### config.mk
export PLATFORM = sky130hd
export DESIGN_NAME = ofifo_drain
export DESIGN_NICKNAME = d
export VERILOG_FILES = /design/src/rtl/ofifo_drain_pkg.sv /design/src/rtl/psum_addr_gen.sv /design/src/rtl/ofifo_drain.sv
export SDC_FILE = /design/constraint.sdc
export NUM_CORES = 1
export LEC_CHECK = 0
export ABC_AREA = 0
export CELL_PAD_IN_SITES_DETAIL_PLACEMENT = 0
export CELL_PAD_IN_SITES_GLOBAL_PLACEMENT = 1
export CORE_MARGIN = 2
export CORE_UTILIZATION = 34
export CTS_CLUSTER_DIAMETER = 150
export DETAILED_ROUTE_END_ITERATION = 6
export HOLD_SLACK_MARGIN = 0.03
export MAX_ROUTING_LAYER = met4
export PLACE_DENSITY_LB_ADDON = 0.1
export SETUP_SLACK_MARGIN = 0.05
export SYNTH_ARGS = -nofsm -noshare
export SYNTH_HDL_FRONTEND = slang
export SYNTH_HIERARCHICAL = 1
export SYNTH_SLANG_ARGS = --single-unit
### constraint.sdc
create_clock -name clk -period 4.1 [get_ports clk]
set_input_delay 0.41 -clock clk [delete_from_list [all_inputs] [get_ports clk]]
set_output_delay 0.41 -clock clk [all_outputs]
set_load 0.01 [all_outputs]
### src/rtl/ofifo_drain_pkg.sv
// Shared types and default sizing for the OFIFO drain / psum accumulate block.
package ofifo_drain_pkg;

  localparam int COL      = 8;
  localparam int PSUM_BW  = 16;
  localparam int NUM_OUT  = 16;
  localparam int NUM_PASS = 9;
  localparam int ADDR_W   = 11;

  localparam int ROW_W = COL * PSUM_BW;
  localparam int TOTAL = NUM_PASS * NUM_OUT;

  // Counter width, kept at least 1 bit so a degenerate count of 1 still elaborates
  function automatic int cnt_w(input int n);
    return (n > 1) ? $clog2(n) : 1;
  endfunction

  localparam int PASS_W = cnt_w(NUM_PASS);
  localparam int OUT_W  = cnt_w(NUM_OUT);

  typedef enum logic [2:0] {
    IDLE  = 3'd0,
    DRAIN = 3'd1,
    ACCUM = 3'd2,
    FLUSH = 3'd3,
    DONE  = 3'd4
  } state_t;

  // Which counter runs fastest: o for the linear drain, p for per-row accumulation
  typedef enum logic {
    ORD_O_INNER = 1'b0,
    ORD_P_INNER = 1'b1
  } order_t;

endpackage

### src/rtl/psum_addr_gen.sv
// Pass/output counter pair with selectable nesting; produces addr = p*num_out + o.
module psum_addr_gen
  import ofifo_drain_pkg::*;
#(
  parameter int num_out  = NUM_OUT,
  parameter int num_pass = NUM_PASS,
  parameter int addr_w   = ADDR_W
) (
  input  logic              clk,
  input  logic              reset,
  input  logic              clr,
  input  logic              step,
  input  order_t            order,
  output logic              inner_first,
  output logic              inner_last,
  output logic              last,
  output logic [addr_w-1:0] addr
);

  localparam int PW = cnt_w(num_pass);
  localparam int OW = cnt_w(num_out);
  localparam logic [PW-1:0]     P_MAX = PW'(num_pass - 1);
  localparam logic [OW-1:0]     O_MAX = OW'(num_out - 1);
  localparam logic [addr_w-1:0] O_SPAN = addr_w'(num_out);

  logic [PW-1:0] p;
  logic [OW-1:0] o;
  logic          p_end;
  logic          o_end;

  assign p_end       = (p == P_MAX);
  assign o_end       = (o == O_MAX);
  assign last        = p_end && o_end;
  assign inner_last  = (order == ORD_O_INNER) ? o_end : p_end;
  assign inner_first = (order == ORD_O_INNER) ? (o == '0) : (p == '0);
  assign addr        = addr_w'(p) * O_SPAN + addr_w'(o);

  always_ff @(posedge clk or negedge reset) begin
    if (!reset) begin
      p <= '0;
      o <= '0;
    end else if (clr) begin
      p <= '0;
      o <= '0;
    end else if (step) begin
      if (order == ORD_O_INNER) begin
        if (o_end) begin
          o <= '0;
          p <= p_end ? '0 : p + 1'b1;
        end else begin
          o <= o + 1'b1;
        end
      end else begin
        if (p_end) begin
          p <= '0;
          o <= o_end ? '0 : o + 1'b1;
        end else begin
          p <= p + 1'b1;
        end
      end
    end
  end

endmodule

### src/rtl/ofifo_drain.sv
// Drains OFIFO rows into psum SRAM, then replays them per output row into the corelet SFP.
module ofifo_drain
  import ofifo_drain_pkg::*;
#(
  parameter int col      = COL,
  parameter int psum_bw  = PSUM_BW,
  parameter int num_out  = NUM_OUT,
  parameter int num_pass = NUM_PASS,
  parameter int addr_w   = ADDR_W
) (
  input  logic                     clk,
  input  logic                     reset,
  input  logic                     start,
  input  logic                     ofifo_valid,
  input  logic [col*psum_bw-1:0]   ofifo_out,
  output logic                     ofifo_rd,
  output logic                     pmem_wr,
  output logic                     pmem_rd,
  output logic [addr_w-1:0]        pmem_addr,
  output logic [col*psum_bw-1:0]   pmem_din,
  output logic                     acc,
  output logic                     sfp_clr,
  output logic                     sfp_valid,
  output logic                     busy,
  output logic                     done
);

  localparam int RW = col * psum_bw;

  state_t            state;
  order_t            order;
  logic              pop;
  logic              rd_now;
  logic              gap;
  logic              cnt_step;
  logic              cnt_clr;
  logic              inner_first;
  logic              inner_last;
  logic              last;
  logic [addr_w-1:0] addr;
  logic              wr_vld_p1;
  logic [RW-1:0]     din_p1;
  logic              sfp_vld_p0;
  logic              sfp_vld_p1;

  assign order = (state == ACCUM) ? ORD_P_INNER : ORD_O_INNER;

  // Stop popping once the final row is already waiting in the write stage
  assign pop      = (state == DRAIN) && ofifo_valid && !(wr_vld_p1 && last);
  assign rd_now   = (state == ACCUM) && !gap;
  assign cnt_step = ((state == DRAIN) && wr_vld_p1) || rd_now;
  assign cnt_clr  = (state == IDLE);

  psum_addr_gen #(
    .num_out  (num_out),
    .num_pass (num_pass),
    .addr_w   (addr_w)
  ) u_addr_gen (
    .clk         (clk),
    .reset       (reset),
    .clr         (cnt_clr),
    .step        (cnt_step),
    .order       (order),
    .inner_first (inner_first),
    .inner_last  (inner_last),
    .last        (last),
    .addr        (addr)
  );

  assign ofifo_rd  = pop;
  assign pmem_wr   = wr_vld_p1;
  assign pmem_rd   = rd_now;
  assign acc       = rd_now;
  assign sfp_clr   = rd_now && inner_first;
  assign pmem_addr = (wr_vld_p1 || rd_now) ? addr : '0;
  assign pmem_din  = din_p1;
  assign sfp_valid = sfp_vld_p1;
  assign busy      = (state == DRAIN) || (state == ACCUM) || (state == FLUSH);
  assign done      = (state == DONE);

  // p0 -> p1: popped row becomes the pending SRAM write word
  always_ff @(posedge clk or negedge reset) begin
    if (!reset) begin
      din_p1 <= '0;
    end else if (pop) begin
      din_p1 <= ofifo_out;
    end
  end

  always_ff @(posedge clk or negedge reset) begin
    if (!reset) begin
      state      <= IDLE;
      gap        <= 1'b0;
      wr_vld_p1  <= 1'b0;
      sfp_vld_p0 <= 1'b0;
      sfp_vld_p1 <= 1'b0;
    end else begin
      wr_vld_p1  <= pop;
      // p0 -> p1: SRAM read latency plus the corelet acc register
      sfp_vld_p0 <= rd_now && inner_last;
      sfp_vld_p1 <= sfp_vld_p0;
      case (state)
        IDLE: begin
          gap <= 1'b0;
          if (start) state <= DRAIN;
        end
        DRAIN: begin
          gap <= 1'b0;
          if (wr_vld_p1 && last) state <= ACCUM;
        end
        ACCUM: begin
          if (rd_now) begin
            if (last)            state <= FLUSH;
            else if (inner_last) gap   <= 1'b1;
          end else begin
            gap <= 1'b0;
          end
        end
        FLUSH: begin
          if (sfp_vld_p1) state <= DONE;
        end
        DONE: begin
          state <= IDLE;
        end
        default: begin
          state <= IDLE;
        end
      endcase
    end
  end

endmodule

Yosys cells after proc, flatten, opt, wreduce, memory -nomap -nowiden
Cells that the tools add are included.
Operators by class
  add/subtract/negate cells: 3
  reduce and logical (&&, ||, !) cells: 25
  mux-type cells: 24
  eq/ne operators: 14
Operators with widths (number)
  $mux W4: 10
  $mux W3: 5
  $pmux W3 S4: 1
  $mux W11: 1
  $add A8 B4 Y9: 1
  $ne A3 B3 Y1 const B: 3
  $add A4 B1 Y4 const B: 2
  $eq A4 B4 Y1 const B: 2
  $logic_and A1 B1 Y1: 8
  $logic_not A4 Y1: 2
  $ne A2 B2 Y1 const B: 4
  $eq A3 B2 Y1 const B: 2
  $mux W1: 6
  $reduce_and A5 Y1: 1
  $logic_or A1 B1 Y1: 4
  $reduce_and A2 Y1: 2
  $reduce_bool A2 Y1: 2
  $eq A3 B1 Y1 const B: 1
  $eq A3 B3 Y1 const B: 1
  $logic_not A3 Y1: 1
  $reduce_and A3 Y1: 1
  $reduce_bool A3 Y1: 1
  $logic_not A1 Y1: 2
  $ne A2 B1 Y1 const B: 1
  other kinds (2): 2
Storage, ports and cells
  logic and storage cells: 74
  output and inout bits: 147
  flip-flop bits (word level): 143
  bits of input ports: 132

Longest topological paths before layout
Gate-level depths: netlist of run 1.
  word-level depth: 7
  mapped depth: 9
  depth with buffers taken out: 7

Cells and area by module
Netlist of run 1, hierarchy kept.
Modules (own cells, without submodules)
  ofifo_drain: instances 1, sequential area each 3378.2 µm², area an instance 5243.8 µm², cells an instance 326
  psum_addr_gen: instances 1, sequential area each 200.2 µm², area an instance 664.4 µm², cells an instance 68

Worst setup path after synthesis of run 1
Ideal clock, no wire load.
  kind: register -> output
  start point: reg u_addr_gen.p[0]
  end point: out ofifo_rd
  path slack: 2.039 ns
  arrival: 1.651 ns
  stages on the path, launching flop included: 10
  cell sequence: dfrtp_1 > inv_1 > ha_1 > nand3b_4 > nor2_1 > nand2_1 > nand4_1 > buf_2 > buf_6 > inv_1
Between the ends
  cells in the longest elaborated chain, start to end: 5
RTL lines
  from (decl): RTL line psum_addr_gen.sv:26  | logic [PW-1:0] p;
  from (signal assigned): RTL line psum_addr_gen.sv:49  | p <= p_end ? '0 : p + 1'b1;
  from (signal assigned): RTL line psum_addr_gen.sv:58  | p <= p + 1'b1;
  $eq A4 B4 Y1: RTL line psum_addr_gen.sv:31  | assign p_end = (p == P_MAX);
  $logic_and A1 B1 Y1: RTL line psum_addr_gen.sv:33  | assign last = p_end && o_end;
  net last: RTL line ofifo_drain.sv:39  | logic last;
  $logic_and A1 B1 Y1: RTL line ofifo_drain.sv:49  | assign pop = (state == DRAIN) && ofifo_valid && !(wr_vld_p1 && last);
  $logic_not A1 Y1: RTL line ofifo_drain.sv:49
  $logic_and A1 B1 Y1: RTL line ofifo_drain.sv:49
  to (decl): RTL line ofifo_drain.sv:16  | output logic ofifo_rd,
The timed path passes the listed nets, and every way through them passes these cells.

Final worst setup path of run 1
  start point: reg u_addr_gen.o[0]
  end point: out ofifo_rd
Between the ends
  cells in the longest elaborated chain, start to end: 5
RTL lines
  from (decl): RTL line psum_addr_gen.sv:27  | logic [OW-1:0] o;
  from (signal assigned): RTL line psum_addr_gen.sv:51  | o <= o + 1'b1;
  from (signal assigned): RTL line psum_addr_gen.sv:56  | o <= o_end ? '0 : o + 1'b1;
  $eq A4 B4 Y1: RTL line psum_addr_gen.sv:32  | assign o_end = (o == O_MAX);
  $logic_and A1 B1 Y1: RTL line psum_addr_gen.sv:33
  net last: RTL line ofifo_drain.sv:39
  $logic_and A1 B1 Y1: RTL line ofifo_drain.sv:49
  $logic_not A1 Y1: RTL line ofifo_drain.sv:49
  $logic_and A1 B1 Y1: RTL line ofifo_drain.sv:49
The timed path passes the listed nets, and every way through them passes these cells.

==> impl_metrics.toml, run 1 <==
[placed_design]
place_area_mm2 = 0.00877
gp_congestion = 0.831
dpl.hpwl_mm = 10.9
io_buffers = 275
place_inst = 875

[route]
routedWlPerCell_um = 16.7
wl_met2_mm = 7.83
wl_met1_mm = 5.90
firstDrtPassIters = 4
wl_met3_mm = 1.18
top_layer_used = "met4"
vias = 4155
wl_mm = 15.1
viasPerCell = 4.59
drtIter0Drc = 142
drtAntennaViolNets = 0
post-route-drc-count = 0

[synth]
synthSimpleGateAreaFrac = 0.0597
synth-adder-area-share = 0.00847
synth_area_leader_cell = "dfrtp_1"
ys_seq_area_frac = 0.606
synthMuxAreaShare = 0.252
async_flop_share = 1.00
synth-seq-cells = 143
synth_edf_count = 0
synth_compound_area_frac = 0.0309
netlist_area_mm2 = 0.00591
synthFlopType = "dfrtp_1"
synth_area_leaders = "dfrtp_1, mux2_2, buf_6"
synth_cell_types = 40
ys_warn_count = 6
synth.most_common_cell = "dfrtp_1"
synth_xor_area_frac = 0
netlist_instances = 394
synth_top_family_by_area = "multiplexers"
netlist_top_cells_count = "dfrtp_1, mux2_2, nor2_1"
avgSynthCellArea_um2 = 15.0
synth_top_area_frac = 0.606

[critical_path]
cp-end-kind = "output pin"
reg2reg_slack_ps = 1220
path_max_fanout = 19
start_kind = "flip-flop"
r2r-start = "u_addr_gen/o[0]"
crit_path_start = "u_addr_gen/o[0]"
crit_arrival_ps = 2720
ff2ff_path_depth = 7
worst_path_largest_cell_delay_ps = 510
crit_type = "reg2out"
crit_chain = "ha_1 -> nand3_1 -> nor2_1 -> nand2_1 -> nand4_1 -> buf_4 -> inv_1 -> clkdlybuf4s50_1"
worstReg2RegEnd = "pmem_din[100]"
required_ps = 3690
slowest_stage = "clkdlybuf4s50_1"

[clocking]
cts_setup_buffers = 0
postCtsHoldBufs = 0
cts_root_buffer = "clkbuf_16"
cts_tree = "built"
cts_buffers = 17
ctsResizeCount = 0
clk_path_buf_depth = 2
insertion_delay_ps = 420
h-tree-depth = 4
cts.sinks = 143
path_clk_slew_ps = 60

[floorplanning]
die_height_um = 136
io_pins = 279
die_area_mm2 = 0.0184
initial_core_util = 0.345
placementRows = 48
core_mm2 = 0.0171
die_w_um = 136

[final_layout]
nets = 805
num_antenna_cells = 0
design_area_mm2 = 0.00938
drive_above_1_share = 0.256
finalNonFillerCells = 906
fillers = 1464
area_growth_pct = 58.7

[timing]
worst_pin_slew_ps = 1120
min_period_over_period = 0.763
skew_ps = 12.2
fmax_mhz = 320
relSlewSlack = 0.256
rsz0062_at_grt = "no"
finalHoldViolations = 0
drv_slew = 0
period_needed_ps = 3130
tns_ps = 0
final-setup-viol-count = 0
whs_ps = 99.7

[global_route]
antenna_found_initial = 0
grt_max_degree = 111
grt_pass1_wl_mm = 23.3
grt_usage = 0.171
grt_overflow = 0
grt_pass1_vias = 4423

[pwr]
peakVddDrop_uv = 278
power_density_mw_per_mm2 = 445
p_leak_nw = 3.86

[hold_path]
min_path_type = "in2async"

[run_status]
status = "complete, no violations"

[flow_run]
drv_cap = 0
[metal layers]
layer,vias up,GRT usage
li1,1922,-
met1,2060,0.194
met2,155,0.277
met3,18,0.0638
met4,0,0.0625
met5,-,-
[cells by family after synthesis]
group	after synthesis
flops	143
mux	132
simple gates	56
buf+inv	35
compound gates	23
fa+ha+maj	4
other cells	1
[metrics by stage]
stage / utilization / total power, W / setup WS, ps
after floorplan: - / 0.00211 / 2040
after global placement: 0.512 / 0.00262 / 1300
after detailed placement: 0.512 / 0.00263 / 1220
after CTS: 0.548 / 0.00424 / 934
after global routing: 0.548 / 0.00439 / 746
final: 0.548 / 0.00418 / 971
[placed cells by master (no fill, tap or decap), types with 5 or more instances in the layout]
cell	Yosys	routed
nand4_1	5	5
mux2_2	129	129
inv_1	9	9
clkdlybuf4s50_1	0	274
a21oi_1	8	8
nor2_1	14	14
clkbuf_16	0	17
buf_4	5	5
nor2b_1	13	13
dfrtp_1	143	143
[how the worst max path moves through the flow]
| stage | to | cells after the start |
|---|---|---|
| finish | ofifo_rd | 8 |
| global route | ofifo_rd | 8 |
| CTS | ofifo_rd | 9 |
| detailed placement | pmem_din[26] | 8 |
| global placement | pmem_din[113] | 7 |
| floorplan | ofifo_rd | 9 |
[critical path: cells and delay by family (launching register included)]
kind                       cells  cell delay, ps
DFF                            1             450
buffers and inverters          3             890
and+or+nand+nor                4             670
adders and majority gates      1             300
[registers in the layout, summed over array words and instances, names as in the netlist]
name and cells:
pmem_din 128, u_addr_gen/o 4, u_addr_gen/p 4, state 3
gap 1, pmem_wr 1, sfp_valid 1, sfp_vld_p0 1
[area by class of cell]
class	instances	area (um2)	share of cell area
timing repair buffer	280	2790	0.298
clock inverter	10	136	0.0145
inverter	9	33.8	0.00360
clock buffer	21	470	0.0502
tap	225	282	0.0300
sequential	143	3580	0.382
multi-input combinational	218	2080	0.222
[power breakdown]
part | total, W | internal, W | switching (W)
clock | 0.00158 | 0.000999 | 0.000577
combinational | 0.000907 | 0.000569 | 0.000339
sequential | 0.00169 | 0.00157 | 0.000119
Power figures use the tool's default switching activity.
==> run 2: changes to the inputs <==
- CORE_UTILIZATION: 34 -> 32
- clock period: 4.1 -> 3.15 ns (I/O delays scaled with it)
==> impl_metrics.toml, run 2 (synthesis results as in run 1) <==
[placed_design]
io_buffers = 275
dpl.hpwl_mm = 11.3
gp_congestion = 0.765

[critical_path]
path_max_fanout = 5
critPathMostFrequentCell = "inv_1"
required_ps = 2830
slowest_stage = "clkdlybuf4s50_1"
start_kind = "flip-flop"
worst_path_largest_cell_delay_ps = 500
ff2ff_path_depth = 8
crit_arrival_ps = 2540
cp-end-kind = "output pin"
crit_type = "reg2out"
crit_chain = "inv_1 -> ha_1 -> nand3b_4 -> nor2_1 -> nand2_1 -> nand4_1 -> inv_1 -> clkdlybuf4s50_1"

[timing]
drv_slew = 0
final-setup-viol-count = 0
whs_ps = 355
worst_pin_slew_ps = 787
skew_ps = 9.90
min_period_over_period = 0.905
period_needed_ps = 2850
fmax_mhz = 351
rsz0062_at_grt = "no"
relSlewSlack = 0.473
finalHoldViolations = 0
tns_ps = 0

[clocking]
ctsResizeCount = 0
insertion_delay_ps = 410
cts_root_buffer = "clkbuf_16"
postCtsHoldBufs = 1
path_clk_slew_ps = 60
cts.sinks = 143
cts_tree = "built"
clk_path_buf_depth = 2
h-tree-depth = 4
cts_buffers = 17
cts_setup_buffers = 0

[final_layout]
area_growth_pct = 60.0
seq_area_mm2 = 0.00358
num_antenna_cells = 0
drive_above_1_share = 0.256
layout_common_cells = "clkdlybuf4s50_1, dfrtp_1, mux2_2"
final_util = 0.524
largest_reg_flops = 128
nets = 807
fillers = 1561
layout_commonest_cell = "clkdlybuf4s50_1"
multiInputGateArea_mm2 = 0.00208

[global_route]
grt_usage = 0.165
grt_overflow = 0
grt_pass1_vias = 4417
grt_max_degree = 75
antenna_found_initial = 0
grt_pass1_wl_mm = 24.3

[pwr]
pwr-share-comb = 0.217
power.switching_w = 0.00139
pwr-share-clk = 0.383
peakVddDrop_uv = 381
power_frac_seq = 0.400
power_density_mw_per_mm2 = 583
internal-power_w = 0.00412
p_sw_frac = 0.252
p_leak_nw = 3.89

[route]
routedWlPerCell_um = 17.1
vias = 4184
firstDrtPassIters = 6
drtAntennaViolNets = 0
viasPerCell = 4.58
drtIter0Drc = 118
wl_mm = 15.6
post-route-drc-count = 0

[floorplanning]
die_w_um = 140
initial_core_util = 0.328
io_pins = 279
die_height_um = 140
die_area_mm2 = 0.0196
core_mm2 = 0.0180
placementRows = 49

[hold_path]
min_path_type = "reg2reg"
whs_path_depth = 0

[run_status]
status = "complete, no violations"

[flow_run]
drv_cap = 0
[run 2: per-stage QoR]
step / power, W / setup WS [ps] / instances / cell area (um2)
floorplan: 0.00275 / 1130 / 396 / 5920
global placement: 0.00342 / 797 / 880 / 8820
detailed placement: 0.00344 / 717 / 880 / 8820
CTS: 0.00560 / 287 / 913 / 9450
global route: 0.00579 / 185 / 913 / 9450
finish: 0.00551 / 299 / 913 / 9450
[run 2: path summary, 6_finish.rpt]
path                                 startpoint           end  slack (ps)
worst min-delay path                 sfp_vld_p0     sfp_valid         350
min in group asynchronous                 reset  pmem_din[87]         480
max in group asynchronous                 reset  pmem_din[37]        1900
worst max-delay path            u_addr_gen/p[0]      ofifo_rd         300
worst max register to register  u_addr_gen/p[0]  pmem_din[95]         670
worst min register to register       sfp_vld_p0     sfp_valid         350
[run 2: per-layer routing]
metal / track usage / routed length [um] / vias up
li1: - / - / 1937
met3: 0.0613 / 1330 / 18
met2: 0.265 / 7870 / 178
met5: - / 0 / -
met4: 0.0637 / 273 / 0
met1: 0.188 / 6110 / 2051
[run 2: cell type report]
class                      instances  area share
tap                              229      0.0303
clock buffer                      19      0.0458
clock inverter                    13      0.0199
sequential                       143       0.379
multi-input combinational        218       0.221
timing repair buffer             282       0.301
inverter                           9     0.00357
[run 2: power groups by stage]
stage / combinational (W) / sequential, W / clock [W]
finish: 0.00120 / 0.00220 / 0.00211
global placement: 0.00120 / 0.00222 / 0
floorplan: 0.000472 / 0.00228 / 0
CTS: 0.00121 / 0.00221 / 0.00218
detailed placement: 0.00121 / 0.00224 / 0
global route: 0.00129 / 0.00224 / 0.00227
[run 2: critical path: cells and delay by family (launching register included)]
family                   cells  cell delay (ps)
buffers and inverters        3              680
AND/OR/NAND/NOR              4              780
adder cells (fa/ha/maj)      1              250
flip-flops                   1              420
